<file path="src/rtl/pwm_cmd_sequencer.sv">
// Two-source motor command front-end for the PWM block: priority arbitration,
// per-byte slew limiting toward the accepted target, and a watchdog failsafe to neutral.
module pwm_cmd_sequencer #(
    parameter int unsigned TICK_DIV      = 1000,
    parameter int unsigned STEP          = 8,
    parameter int unsigned TIMEOUT_TICKS = 500,
    parameter int unsigned HOLD_TICKS    = 250,
    parameter logic [7:0]  NEUTRAL_DIR   = 8'h80,
    parameter logic [7:0]  NEUTRAL_SPD   = 8'h00
) (
    input  logic        clk,
    input  logic        rst,
    input  logic        enable,
    input  logic        a_valid,
    input  logic [15:0] a_data,
    output logic        a_ready,
    input  logic        m_valid,
    input  logic [15:0] m_data,
    output logic        m_ready,
    output logic [15:0] cmd_out,
    output logic        busy,
    output logic        timeout,
    output logic        src
);

    localparam int unsigned PW = (TICK_DIV > 2) ? $clog2(TICK_DIV) : 1;
    localparam int unsigned WW = $clog2(TIMEOUT_TICKS + 1);
    localparam int unsigned HW = (HOLD_TICKS > 0) ? $clog2(HOLD_TICKS + 1) : 1;
    localparam logic [15:0] NEUTRAL = {NEUTRAL_DIR, NEUTRAL_SPD};

    localparam logic [1:0] ST_IDLE     = 2'd0;
    localparam logic [1:0] ST_RAMP     = 2'd1;
    localparam logic [1:0] ST_FAILSAFE = 2'd2;

    logic [15:0]   cmd_q, cmd_d;
    logic [15:0]   target_q, target_d;
    logic          busy_q, busy_d;
    logic          timeout_q, timeout_d;
    logic          src_q, src_d;
    logic [PW-1:0] presc_q, presc_d;
    logic [WW-1:0] wdog_q, wdog_d;
    logic [HW-1:0] hold_q, hold_d;
    logic [1:0]    state_q, state_d;

    logic tick, accept_m, accept_a, accept, expire;

    // One slew step of a single byte; never wraps and never overshoots.
    function automatic logic [7:0] slew(input logic [7:0] cur, input logic [7:0] tgt);
        logic [7:0] diff;
        diff = (tgt > cur) ? (tgt - cur) : (cur - tgt);
        if (diff <= 8'(STEP)) begin
            return tgt;
        end
        return (tgt > cur) ? (cur + 8'(STEP)) : (cur - 8'(STEP));
    endfunction

    assign m_ready = enable & ~rst;
    assign a_ready = enable & ~rst & ~m_valid & (hold_q == '0);

    assign cmd_out = cmd_q;
    assign busy    = busy_q;
    assign timeout = timeout_q;
    assign src     = src_q;

    always_comb begin
        cmd_d     = cmd_q;
        target_d  = target_q;
        timeout_d = timeout_q;
        src_d     = src_q;
        presc_d   = presc_q;
        wdog_d    = wdog_q;
        hold_d    = hold_q;
        state_d   = state_q;
        tick      = (presc_q == PW'(TICK_DIV - 1));
        accept_m  = m_valid & m_ready;
        accept_a  = a_valid & a_ready;
        accept    = accept_m | accept_a;
        expire    = 1'b0;

        if (!enable) begin
            cmd_d     = NEUTRAL;
            target_d  = NEUTRAL;
            timeout_d = 1'b0;
            presc_d   = '0;
            wdog_d    = '0;
            hold_d    = '0;
            state_d   = ST_IDLE;
        end else begin
            presc_d = tick ? '0 : (presc_q + PW'(1));
            // Ramp uses the pre-accept target so a new command moves on the following tick.
            if (tick) begin
                cmd_d = {slew(cmd_q[15:8], target_q[15:8]), slew(cmd_q[7:0], target_q[7:0])};
                if (hold_q != '0) begin
                    hold_d = hold_q - HW'(1);
                end
            end
            if (accept_m) begin
                hold_d = HW'(HOLD_TICKS);
            end
            if (accept) begin
                target_d  = accept_m ? m_data : a_data;
                src_d     = accept_m;
                wdog_d    = '0;
                timeout_d = 1'b0;
            end else if (tick && (wdog_q != WW'(TIMEOUT_TICKS))) begin
                wdog_d = wdog_q + WW'(1);
                if (wdog_q == WW'(TIMEOUT_TICKS - 1)) begin
                    expire    = 1'b1;
                    target_d  = NEUTRAL;
                    timeout_d = 1'b1;
                end
            end

            case (state_q)
                ST_IDLE, ST_RAMP: begin
                    if (expire) state_d = ST_FAILSAFE;
                    else        state_d = (cmd_d != target_d) ? ST_RAMP : ST_IDLE;
                end
                ST_FAILSAFE: begin
                    if (accept) state_d = (cmd_d != target_d) ? ST_RAMP : ST_IDLE;
                end
                default: state_d = ST_IDLE;
            endcase
        end
        busy_d = (cmd_d != target_d);
    end

    always_ff @(posedge clk) begin
        if (rst) begin
            cmd_q     <= NEUTRAL;
            target_q  <= NEUTRAL;
            busy_q    <= 1'b0;
            timeout_q <= 1'b0;
            src_q     <= 1'b0;
            presc_q   <= '0;
            wdog_q    <= '0;
            hold_q    <= '0;
            state_q   <= ST_IDLE;
        end else begin
            cmd_q     <= cmd_d;
            target_q  <= target_d;
            busy_q    <= busy_d;
            timeout_q <= timeout_d;
            src_q     <= src_d;
            presc_q   <= presc_d;
            wdog_q    <= wdog_d;
            hold_q    <= hold_d;
            state_q   <= state_d;
        end
    end

endmodule
</file>
<file path="config.mk">
export PLATFORM = sky130hd
export DESIGN_NAME = pwm_cmd_sequencer
export DESIGN_NICKNAME = d
export VERILOG_FILES = /design/src/rtl/pwm_cmd_sequencer.sv
export SDC_FILE = /design/constraint.sdc
export NUM_CORES = 1
export LEC_CHECK = 0
export CAP_MARGIN = 20
export CORE_AREA = 2 2 155 119
export DETAILED_ROUTE_END_ITERATION = 10
export DIE_AREA = 0 0 157 121
export DONT_BUFFER_PORTS = 1
export PLACE_DENSITY = 0.5
export SETUP_SLACK_MARGIN = 0.05
export SLEW_MARGIN = 20
export SYNTH_ARGS = -nofsm -noshare
export SYNTH_HDL_FRONTEND = slang
export SYNTH_SLANG_ARGS = --single-unit
export TNS_END_PERCENT = 20
</file>
<file path="constraint.sdc">
create_clock -name clk -period 4.9 [get_ports clk]
set_input_delay 0.98 -clock clk [delete_from_list [all_inputs] [get_ports clk]]
set_output_delay 0.98 -clock clk [all_outputs]
set_load 0.02 [all_outputs]
</file>
### After elaboration in Yosys (flattened, before gate mapping)

Cells that the tools add are included.
W data, S select, Z words.

* register bits: 62
* input port bits: 37
* output and inout port bits: 21
* logic and storage cells: 74

* add/sub/neg operators: 11
* magnitude comparators: 4
* eq/ne operators: 4
* muxes and demuxes: 24
* bitwise gates (word level): 9
* reduce and logical (&&, ||, !) cells: 13

Operators by type and width (number)
* $mux W16: 7
* $mux W8: 11
* $sub A8 B8 Y8: 4
* $add A8 B4 Y8 const B: 2
* $gt A8 B8 Y1: 2
* $le A8 B4 Y1 const B: 2
* $ne A16 B16 Y1: 1
* $sub A8 B4 Y8 const B: 2
* $add A10 B1 Y10 const B: 1
* $eq A10 B10 Y1 const B: 1
* $add A9 B1 Y9 const B: 1
* $eq A9 B9 Y1 const B: 1
* $ne A9 B9 Y1 const B: 1
* $reduce_or A3 Y1: 3
* $logic_not A8 Y1: 1
* $reduce_and A2 Y1: 4
* $reduce_bool A8 Y1: 1
* $sub A8 B1 Y8 const B: 1
* $mux W1: 6
* $and A1 B1 Y1: 5
* $reduce_bool A2 Y1: 2
* $not A1 Y1: 3
* $reduce_or A2 Y1: 1
* $logic_and A1 B1 Y1: 1
* $or A1 B1 Y1: 1

### Depth between registers and ports, before layout

Gate-level depths: netlist of the first run.

* depth in word-level cells: 10
* depth in mapped cells: 19
* mapped depth without buffers: 17

### Worst setup path before layout of the first run

Ideal clock, no wire load.

* kind: register to register
* start: reg cmd_q[3], in the netlist cmd_out[3]
* end: reg busy_q, in the netlist busy
* setup time: 141 ps
* arrival time: 4028 ps
* required time: 4759 ps
* path slack: 731 ps
* cell stages (with the launch flop): 20
* buffers on the path: 2
* period minus slack after synthesis: 4169 ps
* path through: dfxtp_1 > clkbuf_1 > inv_1 > ha_1 > buf_2 > nand3_1 > or4_1 > o221ai_1 > nor2_1 > inv_1 > fa_1 > a21o_1 > a21oi_1 > or3_1 > a211o_1 > a211oi_1 > or4_1 > nand3_1 > nor4_1 > a41oi_1

* cells in the longest elaborated chain, start to end: 10
* elaborated cells on any way between the ends: 15
* those cells by class: add/sub: 4; order compare: 2; eq/ne: 1; mux: 8

RTL lines
* start: declaration: line 35 `logic [15:0] cmd_q, cmd_d;`
* start signal: assignment: line 140 `cmd_q <= cmd_d;`
* $sub A8 B8 Y8 or $gt A8 B8 Y1 (tied branches): line 50, 54
* $mux W8: line 50 `diff = (tgt > cur) ? (tgt - cur) : (cur - tgt);`
* $le A8 B4 Y1: line 51 `if (diff <= 8'(STEP)) begin`
* $mux W1: line 51
* $mux W1: line 91 `if (tick) begin`
* $mux W1: line 80 `if (!enable) begin`
* $mux W8: line 54 `return (tgt > cur) ? (cur + 8'(STEP)) : (cur - 8'(STEP));`
* $mux W16 *: line 91
* $mux W16 *: line 80
* $ne A16 B16 Y1 *: line 125 `busy_d = (cmd_d != target_d);`
* end signal: assignment: line 142 `busy_q <= busy_d;`
* end: declaration: line 37 `logic busy_q, busy_d;`

Every way passes the cells marked *; elsewhere a longest branch is shown, timed or not. The select of a mux whose other input is x is not followed.
A chain may end at the register's enable or synchronous reset.

### Worst setup path after layout of the first run

* start: reg cmd_q[2], in the netlist cmd_out[2]
* end: reg busy_q, in the netlist busy

The elaborated chain is that of the path after synthesis.

==> reports/metrics.csv, run 1 <==
stage,metric,value,unit
finish,fin_nets,760,
drt,wl_per_cell,17.0,um
worst_setup_path,cp.arrival,4.62,ns
yosys,synth_seq_area_share,24.1,%
die,die_h,121,um
yosys,synth_edf_count,0,
min_path,hold_path.class,flop to flop,
drt,drt_iter0_drc,320,
worst_setup_path,r2r_cells,17,
yosys,synth_cell_types,74,
clock_network,cts_root_buf,clkbuf_16,
yosys,synth_most_common_cell,nor2_1,
clock_network,clk_pin_slew,0.06,ns
drt,wl,15800,um
sta,relSlewSlack,44.7,%
yosys,synth_seq_cells,62,
pwr,p_leak,2.23,nW
yosys,yosysTopAreaCell,dfxtp_1,
finish,drive_gt1_share,7.45,%
worst_setup_path,worstSetupPathType,flop to flop,
drt,num_vias,4970,
yosys,ys.flop_type,dfxtp_1,
global_routing,grt_antenna_before_repair,0,
sta,setup_tns,0,ns
worst_setup_path,worstPathRequired,5.10,ns
sta,tightest_slew,0.819,ns
sta,finalSetupViolCount,0,
global_routing,grt_max_degree,22,
clock_network,cts_max_level,3,
run_status,outcome,"complete, no violations",
yosys,synth_area_leaders,"dfxtp_1, ha_1, a21oi_1",
yosys,ys_async_sr_fraction,0,%
yosys,postSynthCellCount,687,
yosys,synth_top_area_share,24.1,%
global_routing,grt_pass1_wl,25700,um
sta,fin_crit,4.42,ns
clock_network,insertion_delay,0.34,ns
yosys,yosys_warnings,0,
min_path,hold_depth,1,
sta,hold_viol,0,
place,hpwlAfterDp,12300,um
pwr,ir_drop,165,uV
clock_network,cts_buffer_depth,2,
worst_setup_path,critPathMaxFanout,6,
job,maxCapViolations,0,
finish,finalInstanceArea,0.00574,sq mm
drt,vias_per_cell,5.36,
drt,dr.pass1.iters,5,
sta,drv_slew,0,
place,gp_congestion,0.862,
finish,seq_area,0.00124,sq mm
worst_setup_path,worst_setup_path_end_kind,flop,
worst_setup_path,cp-start-kind,flop,
place,dpl-instance-area,0.00541,sq mm
sta,clock_skew,0.00755,ns
sta,rsz0062_at_grt,false,
sta,min_period_over_period,90.2,%
clock_network,clock-sinks,62,
global_routing,grt_overflow,0,
global_routing,gr-usage-all-layers,17.4,%
finish,fill_cells,1865,
yosys,avgSynthCellArea,7.49,sq um
die,coreArea,0.0174,sq mm
clock_network,postCtsSetupBuffers,0,
die,start_util,29.6,%
die,die_width,157,um
clock_network,cts_buffers,9,
pwr,power.density,260,mW/mm^2
yosys,synth_nets,767,
finish,diodes,0,
finish,syn2layout_area_growth,11.6,%
die,ioPinCount,58,
die,die_area,0.0190,sq mm
yosys,syn_area,0.00514,sq mm
finish,multi_input_area,0.00357,sq mm
yosys,yosys-top-cells-count,"nor2_1, a21oi_1, dfxtp_1",
drt,antenna_left,0,
place,port_buffers,0,
global_routing,grt_pass1_vias,4720,
sta,max_freq,226,MHz
die,rows,42,
clock_network,cts_tree,done,
drt,drc,0,
==> flip-flops by register name (all words and copies together), names as in the netlist <==
name      cells
cmd_out      16
target_q     16
presc_q      10
wdog_q        9
hold_q        8
busy          1
src           1
timeout       1
==> timing repair <==
action	4_1_cts	5_1_grt
gates resized for setup	0	1
hold buffers	0	0
setup endpoints to repair	0	1
==> final timing paths <==
| kind | from | endpoint | slack (ns) |
|---|---|---|---|
| setup reg to reg | cmd_out[2] | busy | 0.48 |
| hold reg to reg | presc_q[0] | presc_q[0] | 0.46 |
| hold / removal | presc_q[0] | presc_q[0] | 0.46 |
| setup / recovery | cmd_out[2] | busy | 0.48 |
==> critical path, cell delays in order, from the launching register on <==
cell and delay (ns):
dfxtp_1 0.50, inv_1 0.09, ha_1 0.42, nand3_1 0.16, or4_1 0.56, o221ai_1 0.18
nor2_1 0.12, inv_1 0.16, ha_1 0.28, a21o_1 0.19, a21oi_1 0.16, o21ai_0 0.15
a211o_1 0.29, a211oi_1 0.37, or4_1 0.18, nand3_1 0.07, nor4_1 0.24, a41oi_1 0.15
==> metrics by stage <==
| step | setup WS (ns) | std cells | hold WS (ns) | total power [mW] | util (%) |
|---|---|---|---|---|---|
| floorplan | 0.731 | 687 | 0.430 | 0.738 | - |
| global placement | 0.594 | 911 | 0.456 | 0.798 | 31.1 |
| detailed placement | 0.431 | 911 | 0.456 | 0.800 | 31.1 |
| CTS | 0.415 | 927 | 0.470 | 1.51 | 33.0 |
| global route | 0.0745 | 927 | 0.506 | 1.57 | 33.0 |
| finish | 0.479 | 927 | 0.465 | 1.49 | 33.0 |
==> cells in the final DEF, fill, tap and decap left out, types with 6 or more instances in the layout <==
master     instances
nor2b_1            6
nor2_1            72
clkbuf_16          9
o22ai_1            6
a21oi_1           65
xnor2_1           19
o21ai_0           17
or4_1              8
nand3_1           39
nand4_1           12
and3_1            10
a211oi_1           7
nor3_1            26
buf_4             16
and2_1             8
inv_1             48
or3_1             11
ha_1              41
mux2i_1            7
xor2_1            18
nand2_1           60
a21o_1             8
dfxtp_1           61
o211ai_1          13
==> logic make-up (layout without fill, tap and decap cells) <==
group           after synthesis  in the layout  share of synthesized area [%]
simple gates                280            280                           27.2
compound gates              174            174                           23.4
buf+inv                      82             80                           6.47
flops                        62             62                           24.1
fa+ha+maj                    43             43                           10.8
xor+xnor                     37             37                           6.30
mux                           9              9                           1.80
==> metal layers <==
| layer | wire, um | part of all wire, % | GRT usage [%] | up-vias |
|---|---|---|---|---|
| li1 | - | - | - | 2452 |
| met1 | 7710 | 49 | 25.1 | 2359 |
| met2 | 6470 | 41 | 25.2 | 140 |
| met3 | 1330 | 8.5 | 5.14 | 19 |
| met4 | 239 | 1.5 | 4.36 | 0 |
| met5 | 0 | 0 | 0 | - |
==> layout make-up <==
type / count / share of cell area (%)
Tap cell: 242 / 5.28
Inverter: 48 / 3.14
Timing Repair Buffer: 16 / 2.09
Sequential cell: 62 / 21.7
Clock buffer: 10 / 3.99
Clock inverter: 6 / 1.64
Multi-Input combinational cell: 543 / 62.2
==> power breakdown <==
group          total, mW  switching, mW  internal [mW]
registers          0.526         0.0126          0.513
logic              0.269          0.175         0.0941
clock network      0.699          0.250          0.450
Note: power is estimated with default switching activity, not from simulation.
==> run 2, diff against run 1 <==
PLACE_DENSITY = 0.52   (was 0.5)
==> reports/metrics.csv, run 2 (synthesis results as in run 1) <==
stage,metric,value,unit,change
sta,setup_tns,0,ns,unchanged
finish,fill_cells,1891,,+1.4%
sta,timing.final.ws_setup,0.453,ns,-0.0267 ns
finish,drive_gt1_share,7.03,%,-0.42 points
worst_setup_path,critPathMaxFanout,10,,+4
drt,drc,0,,unchanged
drt,vias_per_cell,5.33,,-0.55%
finish,syn2layout_area_growth,10.4,%,
worst_setup_path,worst_setup_path_end_kind,flop,,
sta,rsz0062_at_grt,false,,
worst_setup_path,max_stage_delay,0.53,ns,-0.03 ns
pwr,power,1.37,mW,-8.1%
pwr,p_leak,2.21,nW,-1.3%
die,die_area,0.0190,sq mm,unchanged
finish,final_common_cell,nor2_1,,
die,die_h,121,um,unchanged
place,dpl-instance-area,0.00541,sq mm,about the same
clock_network,cts_max_level,3,,unchanged
drt,dr.pass1.iters,5,,unchanged
global_routing,grt_pass1_wl,24400,um,-5.4%
worst_setup_path,cp-start-kind,flop,,
drt,drt_iter0_drc,396,,+24%
place,pre_cts_slack,0.498,ns,+0.0673 ns
die,start_util,29.6,%,unchanged
clock_network,cts_resized,0,,unchanged
die,rows,42,,unchanged
global_routing,grt_antenna_before_repair,0,,unchanged
drt,num_vias,4932,,-0.76%
worst_setup_path,path_buf_inv,2,,unchanged
job,maxCapViolations,0,,unchanged
place,hpwlAfterDp,11900,um,-3.6%
clock_network,clk_pin_slew,0.05,ns,about the same
clock_network,insertion_delay,0.32,ns,-0.02 ns
clock_network,cts_buffers,9,,unchanged
pwr,power.density,242,mW/mm^2,-7.2%
clock_network,cts_root_buf,clkbuf_16,,
global_routing,grt_max_degree,22,,unchanged
sta,hold_viol,0,,unchanged
worst_setup_path,worstPathRequired,5.08,ns,-0.02 ns
worst_setup_path,critPathSlowestCell,dfxtp_1,,
sta,hold_ws,0.462,ns,-0.00271 ns
sta,max_freq,225,MHz,-0.60%
die,ioPinCount,58,,unchanged
pwr,ir_drop,152,uV,-7.6%
global_routing,grt_overflow,0,,unchanged
run_status,outcome,"complete, no violations",,
finish,finalInstanceArea,0.00568,sq mm,-1.0%
worst_setup_path,worstSetupPathType,flop to flop,,
global_routing,gr-usage-all-layers,16.4,%,-1.0 points
worst_setup_path,worstReg2RegStart,cmd_out[6],,
finish,fin_nets,759,,-0.13%
sta,drv_slew,0,,unchanged
finish,fin_util,32.7,%,-0.33 points
pwr,p_sw,0.412,mW,-5.8%
pwr,p_clk_share,42.3,%,-4.5 points
sta,finalSetupViolCount,0,,unchanged
drt,wl,15400,um,-2.5%
min_path,hold_start,presc_q[0],,
finish,multi_input_area,0.00358,sq mm,+0.18%
drt,wl_per_cell,16.6,um,-2.3%
worst_setup_path,reg2reg_slack,0.45,ns,-0.03 ns
global_routing,grt_pass1_vias,4402,,-6.7%
sta,relSlewSlack,47.7,%,+3.1 points
min_path,hold_path.class,flop to flop,,
sta,tightest_slew,0.776,ns,-0.0437 ns
finish,diodes,0,,unchanged
clock_network,cts_buffer_depth,2,,unchanged
die,die_width,157,um,unchanged
place,port_buffers,0,,unchanged
finish,seq_area,0.00124,sq mm,-0.10%
sta,min_period_over_period,90.8,%,+0.55 points
clock_network,clock-sinks,62,,unchanged
worst_setup_path,cp.arrival,4.63,ns,about the same
worst_setup_path,crit_chain,"inv_1, ha_1, nand2_1, or4_1, o221ai_1, nor2_1, inv_1, fa_1, a21o_1, a21oi_1, or3_1, a211o_1, a211oi_1, or4_1, nand3_1, nor4_1, a41oi_1",,
clock_network,postCtsHoldBufs,0,,unchanged
finish,stdcell_count,925,,-0.22%
drt,antenna_left,0,,unchanged
clock_network,cts_tree,done,,
sta,clock_skew,0.00642,ns,-0.00114 ns
pwr,p_comb_share,19.4,%,+1.4 points
pwr,seqPwrFrac,38.3,%,+3.1 points
clock_network,postCtsSetupBuffers,0,,unchanged
sta,fin_crit,4.45,ns,+0.0267 ns
pwr,intPower,0.961,mW,-9.1%
finish,final_cell_mix,"nor2_1, a21oi_1, dfxtp_1",,
worst_setup_path,cpLargestDelayFamily,simple AND/OR/NAND/NOR gates,,
place,placed_cells,910,,-0.11%
place,gp_congestion,0.878,,+1.8%
die,coreArea,0.0174,sq mm,unchanged
pwr,switching_share,30.0,%,+0.75 points
worst_setup_path,cp-startpoint,cmd_out[6],,
run 2: routing by layer:
layer,part of all wire [%],routed length [um],track usage [%]
met5,0,0,0
met4,0.31,47,1.72
met3,8.2,1260,3.68
met2,40,6180,23.6
met1,51,7880,25.3
run 2: worst reg2reg max path, stage by stage, from the launching register on:
cell and delay (ns):
dfxtp_1 0.53, inv_1 0.08, ha_1 0.49, nand2_1 0.17, or4_1 0.54, o221ai_1 0.17
nor2_1 0.12, inv_1 0.16, fa_1 0.23, a21o_1 0.12, a21oi_1 0.06, or3_1 0.33
a211o_1 0.30, a211oi_1 0.35, or4_1 0.18, nand3_1 0.10, nor4_1 0.24, a41oi_1 0.15
run 2: path summary, 6_finish.rpt:
check	cells after the start	end
min	1	presc_q[0]
max reg2reg	17	busy
max	17	busy
min reg2reg	1	presc_q[0]
run 2: final cells by class:
cell class / instances / share of cell area [%]
flip-flops and latches: 62 / 21.9
clock buffers: 12 / 4.34
multi-input cells: 543 / 63.0
well taps: 242 / 5.33
inverters: 48 / 3.17
clock inverters: 3 / 0.374
repair buffers: 15 / 1.98
run 2: power groups by stage:
stage	registers, mW	logic [mW]	clock network [mW]
2_1_floorplan	0.532	0.206	0
3_3_place_gp	0.536	0.262	0
3_5_place_dp	0.536	0.261	0
4_1_cts	0.525	0.262	0.589
5_1_grt	0.526	0.294	0.610
6_report	0.525	0.266	0.581
